### src/rtl/ncl_sync_pkg.sv
// ncl_sync_pkg: shared state encoding, dual-rail codes and defaults for the NCL sum capture block
package ncl_sync_pkg;
  typedef enum logic {WAIT_DATA, WAIT_NULL} state_t;
  localparam logic [1:0] NULL_CODE = 2'b00;
  localparam logic [1:0] DATA0 = 2'b01;
  localparam logic [1:0] DATA1 = 2'b10;
  localparam int DEF_SYNC_STAGES = 2;
endpackage

### src/rtl/ncl_sum_capture_if.sv
// ncl_sum_capture_if: dual-rail sum, completion ack and captured-value handshake
// NCL_SEQ_CHECK_EN adds the sticky seq_err flag
interface ncl_sum_capture_if #(parameter int WIDTH = 32);
  logic [2*WIDTH-1:0] sum_dr;
  logic [WIDTH-1:0] sum_ack;
  logic [WIDTH-1:0] out_data;
  logic out_valid;
  logic out_ready;
`ifdef NCL_SEQ_CHECK_EN
  logic seq_err;
  modport master(output sum_dr, out_ready, input sum_ack, out_data, out_valid, seq_err);
  modport slave(input sum_dr, out_ready, output sum_ack, out_data, out_valid, seq_err);
`else
  modport master(output sum_dr, out_ready, input sum_ack, out_data, out_valid);
  modport slave(input sum_dr, out_ready, output sum_ack, out_data, out_valid);
`endif
endinterface

### src/rtl/ncl_completion_detect.sv
// ncl_completion_detect: combinational DATA/NULL completeness of a dual-rail wavefront (11 digits count as neither)
module ncl_completion_detect
  import ncl_sync_pkg::*;
#(
  parameter int WIDTH = 32
) (
  input  logic [2*WIDTH-1:0] sum_dr,
  output logic               all_data,
  output logic               all_null
);
  logic [WIDTH-1:0] is_data;
  logic [WIDTH-1:0] is_null;
  for (genvar k = 0; k < WIDTH; k++) begin : g_digit
    assign is_data[k] = (sum_dr[2*k+:2] == DATA0) || (sum_dr[2*k+:2] == DATA1);
    assign is_null[k] = sum_dr[2*k+:2] == NULL_CODE;
  end
  assign all_data = &is_data;
  assign all_null = &is_null;
endmodule

### src/rtl/ncl_sum_capture.sv
// ncl_sum_capture: captures NCL dual-rail sum wavefronts into a valid/ready buffer and drives completion ack.
// Optional NCL_SEQ_CHECK_EN adds a sticky seq_err for non-incrementing captures.
module ncl_sum_capture
  import ncl_sync_pkg::*;
#(
  parameter int WIDTH = 32,
  parameter int SYNC_STAGES = DEF_SYNC_STAGES
) (
  input logic clk,
  input logic init,
  ncl_sum_capture_if.slave bus
);
  logic all_data, all_null;
  logic [SYNC_STAGES-1:0] data_sync, null_sync;
  logic [WIDTH-1:0] rail1, data_q;
  logic valid_q, take, cap;
  state_t state;
  ncl_completion_detect #(.WIDTH(WIDTH)) u_detect (
    .sum_dr(bus.sum_dr),
    .all_data(all_data),
    .all_null(all_null)
  );
  for (genvar k = 0; k < WIDTH; k++) begin : g_rail
    assign rail1[k] = bus.sum_dr[2*k+1];
  end
  // completeness flags arrive asynchronously from the NCL ring
  always_ff @(posedge clk or posedge init)
    if (init) begin
      data_sync <= '0;
      null_sync <= '0;
    end else begin
      data_sync <= {data_sync[SYNC_STAGES-2:0], all_data};
      null_sync <= {null_sync[SYNC_STAGES-2:0], all_null};
    end
  assign take = valid_q & bus.out_ready;
  assign cap = (state == WAIT_DATA) & data_sync[SYNC_STAGES-1] & (~valid_q | take);
  always_ff @(posedge clk or posedge init)
    if (init) begin
      state <= WAIT_DATA;
      valid_q <= 1'b0;
      data_q <= '0;
    end else begin
      state <= cap ? WAIT_NULL : (state == WAIT_NULL && null_sync[SYNC_STAGES-1]) ? WAIT_DATA : state;
      valid_q <= cap | (valid_q & ~take);
      data_q <= cap ? rail1 : data_q;
    end
  assign bus.sum_ack = {WIDTH{state == WAIT_NULL}};
  assign bus.out_valid = valid_q;
  assign bus.out_data = data_q;
`ifdef NCL_SEQ_CHECK_EN
  logic [WIDTH-1:0] last;
  logic seen, err;
  always_ff @(posedge clk or posedge init)
    if (init) begin
      last <= '0;
      seen <= 1'b0;
      err <= 1'b0;
    end else if (cap) begin
      last <= rail1;
      seen <= 1'b1;
      err <= err | (seen && rail1 != last + WIDTH'(1));
    end
  assign bus.seq_err = err;
`endif
endmodule

### src/flat_wrapper.sv
// flat-port wrapper written by rule: the top's interface ports become plain ports
module ncl_sum_capture_flat import ncl_sync_pkg::*;
#(
  parameter int WIDTH = 32,
  parameter int SYNC_STAGES = DEF_SYNC_STAGES
)
  (clk, init, bus_sum_dr, bus_out_ready, bus_sum_ack, bus_out_data, bus_out_valid);
  ncl_sum_capture_if #(.WIDTH(WIDTH)) bus_i ();
  input logic clk;
  input logic init;
  input wire logic [$bits(bus_i.sum_dr)-1:0] bus_sum_dr;
  input wire logic [$bits(bus_i.out_ready)-1:0] bus_out_ready;
  output wire logic [$bits(bus_i.sum_ack)-1:0] bus_sum_ack;
  output wire logic [$bits(bus_i.out_data)-1:0] bus_out_data;
  output wire logic [$bits(bus_i.out_valid)-1:0] bus_out_valid;
  assign bus_i.sum_dr = bus_sum_dr;
  assign bus_i.out_ready = bus_out_ready;
  assign bus_sum_ack = bus_i.sum_ack;
  assign bus_out_data = bus_i.out_data;
  assign bus_out_valid = bus_i.out_valid;
  ncl_sum_capture #(.WIDTH(WIDTH), .SYNC_STAGES(SYNC_STAGES)) u_core (.clk(clk), .init(init), .bus(bus_i));
endmodule
### config.mk
export PLATFORM = sky130hd
export DESIGN_NAME = ncl_sum_capture_flat
export DESIGN_NICKNAME = d
export VERILOG_FILES = /design/src/rtl/ncl_sync_pkg.sv /design/src/rtl/ncl_sum_capture_if.sv /design/src/rtl/ncl_completion_detect.sv /design/src/rtl/ncl_sum_capture.sv /design/src/flat_wrapper.sv
export SDC_FILE = /design/constraint.sdc
export NUM_CORES = 1
export LEC_CHECK = 0
export ABC_AREA = 1
export BUFFER_PORTS_ARGS = -buffer_cell sky130_fd_sc_hd__buf_2
export CAP_MARGIN = 20
export CORE_MARGIN = 2
export CORE_UTILIZATION = 46
export CTS_CLUSTER_SIZE = 8
export DETAILED_ROUTE_END_ITERATION = 12
export MAX_ROUTING_LAYER = met4
export PLACE_DENSITY = 0.85
export SLEW_MARGIN = 20
export SYNTH_ARGS = -nofsm -noshare
export SYNTH_HDL_FRONTEND = slang
export SYNTH_SLANG_ARGS = --single-unit
export TNS_END_PERCENT = 1
### constraint.sdc
create_clock -name clk -period 1.7 [get_ports clk]
set_input_delay 0.17 -clock clk [delete_from_list [all_inputs] [get_ports clk]]
set_output_delay 0.17 -clock clk [all_outputs]
set_load 0.01 [all_outputs]
==> summary.md, run 1 <==
| Metric | Value |
|---|---|
| Outcome | `complete, but fails checks` |
| Failing checks | `hold timing` |
| Post-CTS Setup Repair Bufs | `0` |
| Period minus WS final | `1.21 ns` |
| Final Slew Violations | `0` |
| FF+latch area | `951 um^2` |
| Post-route ant nets | `0` |
| Register area share after synthesis | `37.1%` |
| Top Layer Used | `met4` |
| Initial core utilization | `47.1%` |
| Maximum clock rate | `824 MHz` |
| DR WL met2 | `2660 um` |
| Worst reg2reg path endpoint | `u_core.bus.out_data[24]` |
| Sw Share | `21.3%` |
| Clock skew | `0.00550 ns` |
| Clk Latency, worst-skew pair | `0.28 ns` |
| Syn_nets | `406` |
| Static Leak | `0.00204 uW` |
| Critical path class | `flop to primary output` |
| Comb power frac | `11.2%` |
| First-pass GRT wire length | `8880 um` |
| Synth Cell Area | `2560 um^2` |
| Row cnt | `27` |
| Tcrit/Tclk final | `71.4%` |
| Number of fill cells | `510` |
| Clock network fraction of design power | `45.4%` |
| Crit. End Element | `primary output` |
| Area Growth Syn to Fin | `23.7%` |
| Chip Height | `78.6 um` |
| Max VDD drop | `0.384 mV` |
| CP startpoint | `u_core.state` |
| Met3 WL | `363 um` |
| Worst hold path type | `primary input to asynchronous set/reset pin` |
| Via-to-Cell Ratio | `4.37` |
| I/O Pins | `132` |
| Synth Area per Inst | `8.34 um^2` |
| Fin worst setup slack | `0.487 ns` |
| Final WL | `5140 um` |
| Final-report setup violation count | `0` |
| Placed wire-length estimate | `4220 um` |
| CTS resizes | `0` |
| Vias | `2113` |
| Wirelength per Cell | `10.6 um` |
| GRT overflow | `0` |
| Net switching power | `444 uW` |
| I/O Buffers | `131` |
| Yosys reg bits | `38` |
| Total GRT Usage | `18.5%` |
| Total clock sinks | `38` |
| Worst-path clk slew | `0.08 ns` |
| Antenna cell count | `0` |
| Final hold vios | `38` |
| Metal-1 WL | `2070 um` |
| CP cell instances | `buf_4 -> buf_2` |
| Yosys warns | `0` |
| Initial antenna violation count | `0` |
| Slowest CP cell | `dfrtp_1` |
| Final setup TNS | `0 ns` |
| Hold Slack | `-0.0177 ns` |
| Worst R2R Setup Slack | `0.55 ns` |
| Number of nets in the layout | `509` |
| Pwr Density | `658 nW/um^2` |
| Max Root-Sink Buffers | `2` |
| Die width | `78.6 um` |
| Critical R2R Launch | `u_core.state` |
| Fraction of layout instances using a drive strength above 1 | `40.6%` |
| CP required | `1.53 ns` |
| Root Driver | `clkbuf_8` |
| RSZ-0062 raised after global routing | `false` |
| First-pass DRT Iterations | `3` |
| Worst-path maximum fanout | `32` |
| Cell Int Power | `1640 uW` |
| Synth Instances | `307` |
| Starting DRT DRC Count | `42` |
| Setup slack at placement | `0.553 ns` |
| Htree depth | `2` |
| Core region area | `5440 um^2` |
| CP peak stage delay | `0.36 ns` |
| Slew Limit Headroom | `67.6%` |
| Max-Cap Viols | `0` |
| Yosys cell types | `14` |
| Multi-input gate area | `985 um^2` |
| Vias in the first global route | `2122` |
| Slew @ Worst Pin | `0.486 ns` |
| Crit path DAT | `1.04 ns` |
| CP Launch Type | `flop` |
| Hold-fix buffer count after cts | `0` |
| Die area | `6180 um^2` |
| Seq pwr share | `43.4%` |
| Largest net degree at the start of global routing | `39` |
| CTS tree | `done` |
| Worst Reg-to-Reg Cells | `5` |
| Drt drc | `0` |
| Total clock buffers created by CTS | `5` |
| RePlAce Congestion | `0.761` |
worst max path at each step:
stage	end	cells after the start	slack (ns)
after floorplan	u_core.state	5	0.13
after global placement	u_core.state	4	0.61
after detailed placement	u_core.bus.out_data[24]	5	0.55
after CTS	bus_sum_ack[16]	2	0.46
after global routing	bus_sum_ack[18]	2	0.41
final	bus_sum_ack[16]	2	0.49
area by class of cell:
cell class / instances / area share, %
clock inverters: 2 / 1.90
clock buffers: 6 / 2.61
inverters: 83 / 9.84
well taps: 72 / 2.85
flip-flops and latches: 38 / 30.0
multi-input cells: 147 / 31.1
repair buffers: 135 / 21.7
synthesized netlist by cell type, drive strengths merged:
master	number	share of area [%]
nand3	1	0.39
nand2	63	9.3
inv	83	12
nor2	10	1.5
buf	39	12
dfrtp	38	37
nand4	8	2.0
ha	32	16
o21ai	33	9.7
cell usage in the layout (no fill, tap or decap), types with 4 or more instances in the layout:
cell | Yosys | layout
buf_2 | 1 | 131
inv_1 | 83 | 83
nand2_1 | 62 | 62
dfrtp_1 | 38 | 38
ha_1 | 32 | 32
o21ai_2 | 22 | 22
nor2_1 | 10 | 10
nand4_1 | 8 | 8
o21ai_1 | 8 | 8
clkbuf_8 | 0 | 6
buf_4 | 32 | 4
per-layer routing:
metal,up-vias,track usage [%]
met1,932,19.8
met3,4,4.02
met5,-,-
li1,1092,-
met2,85,34.5
met4,0,4.56
power groups by stage:
stage / clock network (uW) / logic [uW] / registers [uW]
2_1_floorplan: 0 / 127 / 921
3_5_place_dp: 0 / 240 / 921
3_3_place_gp: 0 / 226 / 921
5_1_grt: 1010 / 282 / 903
6_report: 945 / 234 / 903
4_1_cts: 975 / 241 / 903
per-stage QoR:
step	hold slack (ns)	power (uW)	cells	utilization (%)	instance area, um^2
after global routing	0.0243	2200	483	58.2	3170
after floorplan	0.326	1050	307	-	2560
after detailed placement	0.323	1160	475	55.6	3020
final	-0.0177	2080	483	58.2	3170
after global placement	0.312	1150	475	55.6	3020
after CTS	0.00615	2120	483	58.2	3170
worst max-delay path, delay by kind of cell (launching register included):
kind     cells  cell delay [ns]
buf+inv      2             0.41
flops        1             0.36
sequential cells by signal (all words and copies together) (netlist names):
register and flops:
u_core.bus.out_data 32, u_core.data_sync 2, u_core.null_sync 2, u_core.bus.out_valid 1
u_core.state 1
cell families after synthesis:
group	count (synthesis)	share of synthesized area, %
buffers and inverters	122	24.4
AND/OR/NAND/NOR	82	13.1
flip-flops	38	37.1
AO/OA/AOI/OAI	33	9.68
adder cells (fa/ha/maj)	32	15.6
No activity file was read; power rests on OpenSTA's default activity.
==> inputs of run 2 (changes only) <==
--- a/config.mk
+++ b/config.mk
@@ -5,15 +5,15 @@
 export SDC_FILE = /design/constraint.sdc
 export NUM_CORES = 1
 export LEC_CHECK = 0
-export ABC_AREA = 1
+export ABC_AREA = 0
 export BUFFER_PORTS_ARGS = -buffer_cell sky130_fd_sc_hd__buf_2
 export CAP_MARGIN = 20
 export CORE_MARGIN = 2
-export CORE_UTILIZATION = 46
+export CORE_UTILIZATION = 41
 export CTS_CLUSTER_SIZE = 8
 export DETAILED_ROUTE_END_ITERATION = 12
 export MAX_ROUTING_LAYER = met4
-export PLACE_DENSITY = 0.85
+export PLACE_DENSITY = 0.81
 export SLEW_MARGIN = 20
 export SYNTH_ARGS = -nofsm -noshare
 export SYNTH_HDL_FRONTEND = slang
==> constraint.sdc (replaced) <==
create_clock -name clk -period 1 [get_ports clk]
set_input_delay 0.1 -clock clk [delete_from_list [all_inputs] [get_ports clk]]
set_output_delay 0.1 -clock clk [all_outputs]
set_load 0.01 [all_outputs]
==> run 2 against run 1 <==
The run ends with setup timing left. Non-clock buffer count rose by 5. Sequential share of layout area fell by 0.88 points. Synthesized area fell by 1.4%. Wire length rose by 6.4%. Count of clock-buffer cells in the layout did not move. Power rose by 71%. Clock power rose by 72%. Flip-flop and latch count did not move. Clock skew fell by 0.0013 ns. Via count fell by 9.6%. Global-route usage fell by 1.3 points. Sequential power rose by 69%. Largest cell class unchanged.
==> summary.md, run 2 <==
| Metric | Value |
|---|---|
| Outcome | `complete, but fails checks` |
| Failing checks | `setup timing` |
| Area post-placement | `3110 um^2 (+3.0%)` |
| Initial antenna violation count | `0 (unchanged)` |
| RePlAce Congestion | `0.756 (-0.68%)` |
| Yosys reg bits | `38 (unchanged)` |
| Chip Height | `82.5 um (+4.9%)` |
| CP required | `1.18 ns (-0.35 ns)` |
| Die width | `82.5 um (+4.9%)` |
| CP startpoint | `u_core.state` |
| Clk Latency, worst-skew pair | `0.29 ns (about the same)` |
| Yosys cell types | `13 (-1)` |
| Comb power frac | `11.0% (-0.2 points)` |
| Max Root-Sink Buffers | `2 (unchanged)` |
| Via-to-Cell Ratio | `4.57 (+4.4%)` |
| Starting DRT DRC Count | `42 (unchanged)` |
| Area leader, netlist | `dfrtp_1` |
| Met1 usage in global routing | `20.0% (+0.22 points)` |
| Initial core utilization | `42.6% (-4.4 points)` |
| Root Driver | `clkbuf_8` |
| Fin worst setup slack | `-0.287 ns (-0.774 ns)` |
| Maximum clock rate | `777 MHz` |
| Hold Slack | `0.0522 ns (+0.0699 ns)` |
| Synth area leaders | `dfrtp_1 (38%), mux2_4 (17%), ha_1 (16%)` |
| I/O Pins | `132 (unchanged)` |
| Period minus WS final | `1.29 ns` |
| Max-Cap Viols | `0 (unchanged)` |
| Total clock sinks | `38 (unchanged)` |
| Most frequent cells in the layout | `buf_2 (131), inv_1 (66), dfrtp_1 (37)` |
| Clock skew | `0.00419 ns (-0.00132 ns)` |
| GRT overflow | `0 (unchanged)` |
| Crit path DAT | `1.46 ns (+0.42 ns)` |
| Slew Limit Headroom | `85.4% (+18 points)` |
| Fraction of layout instances using a drive strength above 1 | `53.9% (+13 points)` |
| Most common cell after layout, fill and taps aside | `buf_2` |
| Syn_nets | `329 (-19%)` |
| Sw Share | `21.4% (+0.072 points)` |
| Critical R2R Launch | `u_core.state` |
| Drt drc | `0 (unchanged)` |
| GR met2 Demand/Resource | `29.4% (-5.1 points)` |
| Area Growth Syn to Fin | `29.7%` |
| Max VDD drop | `0.615 mV (+60%)` |
| Final hold vios | `0 (-100%)` |
| Register area share after synthesis | `37.7% (+0.52 points)` |
| Yosys warns | `0 (unchanged)` |
| Busiest grt layer | `met2` |
| Total GRT Usage | `17.2% (-1.3 points)` |
| Row cnt | `28 (+3.7%)` |
| Top cells by count, synth | `inv_1 (67), dfrtp_1 (38), buf_4 (32), ha_1 (32), mux2_4 (29)` |
| Final-report setup violation count | `66 (+66)` |
| Clock network fraction of design power | `45.8% (+0.4 points)` |
| Post-route ant nets | `0 (unchanged)` |
| Die area | `6800 um^2 (+10%)` |
| Max FFs per register | `32 (unchanged)` |
| Finished Cell Area | `3270 um^2 (+3.4%)` |
| Core region area | `5920 um^2 (+8.9%)` |
| CTS tree | `done` |
| Placed wire-length estimate | `4500 um (+6.6%)` |
| Count leader, synth | `inv_1` |
| Crit. End Element | `flop` |
| Synth Area per Inst | `11.0 um^2 (+32%)` |
| Vias | `1910 (-9.6%)` |
| RSZ-0062 raised after global routing | `true` |
| Final Slew Violations | `0 (unchanged)` |
| Total clock buffers created by CTS | `5 (unchanged)` |
| Worst hold path type | `primary input to flop` |
| First-pass GRT wire length | `8350 um (-6.0%)` |
| Static Leak | `0.00210 uW (+3.0%)` |
| CP Launch Type | `flop` |
| Critical path class | `flop to flop` |
| Worst-path maximum fanout | `13 (-59%)` |
| Synth async-reset ratio | `100% (unchanged)` |
| Slew @ Worst Pin | `0.220 ns (-0.267 ns)` |
| Worst-path clk slew | `0.08 ns (about the same)` |
| Vias in the first global route | `1846 (-13%)` |
| Worst hold start | `bus_sum_dr[59]` |
| Worst R2R Setup Slack | `-0.29 ns (-0.84 ns)` |
| Largest net degree at the start of global routing | `39 (unchanged)` |
| Final WL | `5470 um (+6.4%)` |
| I/O Buffers | `131 (unchanged)` |
| Synth Instances | `230 (-25%)` |
| Seq pwr share | `43.2% (-0.2 points)` |
| Yosys top cell area share | `37.7% (+0.52 points)` |
| First-pass DRT Iterations | `4 (+1)` |
| Final setup TNS | `-15.99 ns (-15.99 ns)` |
| Post-synth EDFFs | `0 (unchanged)` |
| GR Layer Usage met3 | `3.91% (-0.11 points)` |
| Synth Cell Area | `2520 um^2 (-1.4%)` |
| Wirelength per Cell | `13.1 um (+23%)` |
| Antenna cell count | `0 (unchanged)` |
| Tcrit/Tclk final | `129%` |
| Cell Int Power | `2790 uW (+71%)` |
| Pwr Density | `1090 nW/um^2 (+65%)` |
| Number of nets in the layout | `441 (-13%)` |
| Net switching power | `760 uW (+71%)` |
| Htree depth | `2 (unchanged)` |
| Synth Flop Type | `dfrtp_1` |
| Post-CTS Setup Repair Bufs | `0 (unchanged)` |
## run 2: changes by cell type in the layout (fill, tap and decap cells not counted), moves of 3 or more
cell / change
o21ai_1: -8
nand4_1: +8
nor2_1: -8
mux2_2: +3
nand2_1: -62
inv_1: -17
o21ai_2: -22
buf_12: +4
mux2_4: +29
## run 2: final timing paths
path                                           endpoint  cells past startpoint
worst min-delay path            u_core.bus.out_data[29]                      2
worst max register to register  u_core.bus.out_data[15]                      4
worst min register to register      u_core.null_sync[1]                      0
max in group asynchronous                  u_core.state                      4
worst max-delay path            u_core.bus.out_data[15]                      4
min in group asynchronous       u_core.bus.out_data[18]                      4
## run 2: cells by family (layout without fill, tap and decap cells)
group | count (synthesis) | after routing | synth area share [%]
AO/OA/AOI/OAI | 2 | 2 | 0.396
adder cells (fa/ha/maj) | 32 | 32 | 15.9
buffers and inverters | 102 | 215 | 20.8
flip-flops | 38 | 38 | 37.7
multiplexers | 32 | 32 | 18.6
AND/OR/NAND/NOR | 24 | 24 | 6.69
## run 2: area by class of cell
| type | count | area [um^2] |
|---|---|---|
| Fill cell | 534 | 2650 |
| Multi-Input combinational cell | 90 | 1060 |
| Sequential cell | 38 | 955 |
| Timing Repair Buffer | 140 | 776 |
| Inverter | 67 | 251 |
| Tap cell | 75 | 93.8 |
| Clock buffer | 6 | 82.6 |
| Clock inverter | 2 | 60.1 |
## run 2: stage by stage
step	instances	worst slack [ns]	power, uW	utilization [%]
floorplan	230	-0.362	1730	-
global placement	409	-0.414	1940	52.6
detailed placement	409	-0.409	1960	52.6
CTS	418	-0.295	3600	55.2
global route	418	-0.334	3720	55.3
finish	418	-0.287	3550	55.3
## run 2: worst max-delay path, stage by stage, from the launching register on
cell and delay (ns):
dfrtp_4 0.48, inv_2 0.08, nand3_4 0.12, buf_12 0.19, mux2_4 0.31
## run 2: repair_timing
item,4_1_cts,5_1_grt
pin swaps,2,0
setup endpoints to repair,66,68
resized for setup,1,1
hold buffers,1,0
gates cloned,0,0
hold endpoints to repair,38,0
## run 2: power groups by stage
stage,Combinational (uW),Clock (uW),Sequential (uW)
2_1_floorplan,168,0,1570
3_3_place_gp,372,0,1570
3_5_place_dp,392,0,1570
4_1_cts,399,1660,1530
5_1_grt,462,1720,1530
6_report,390,1630,1530
## run 2: routing by layer
metal	vias to the layer above	wire [um]
met5	-	0
met4	0	81
met3	10	365
met2	87	2700
met1	890	2330
li1	923	-
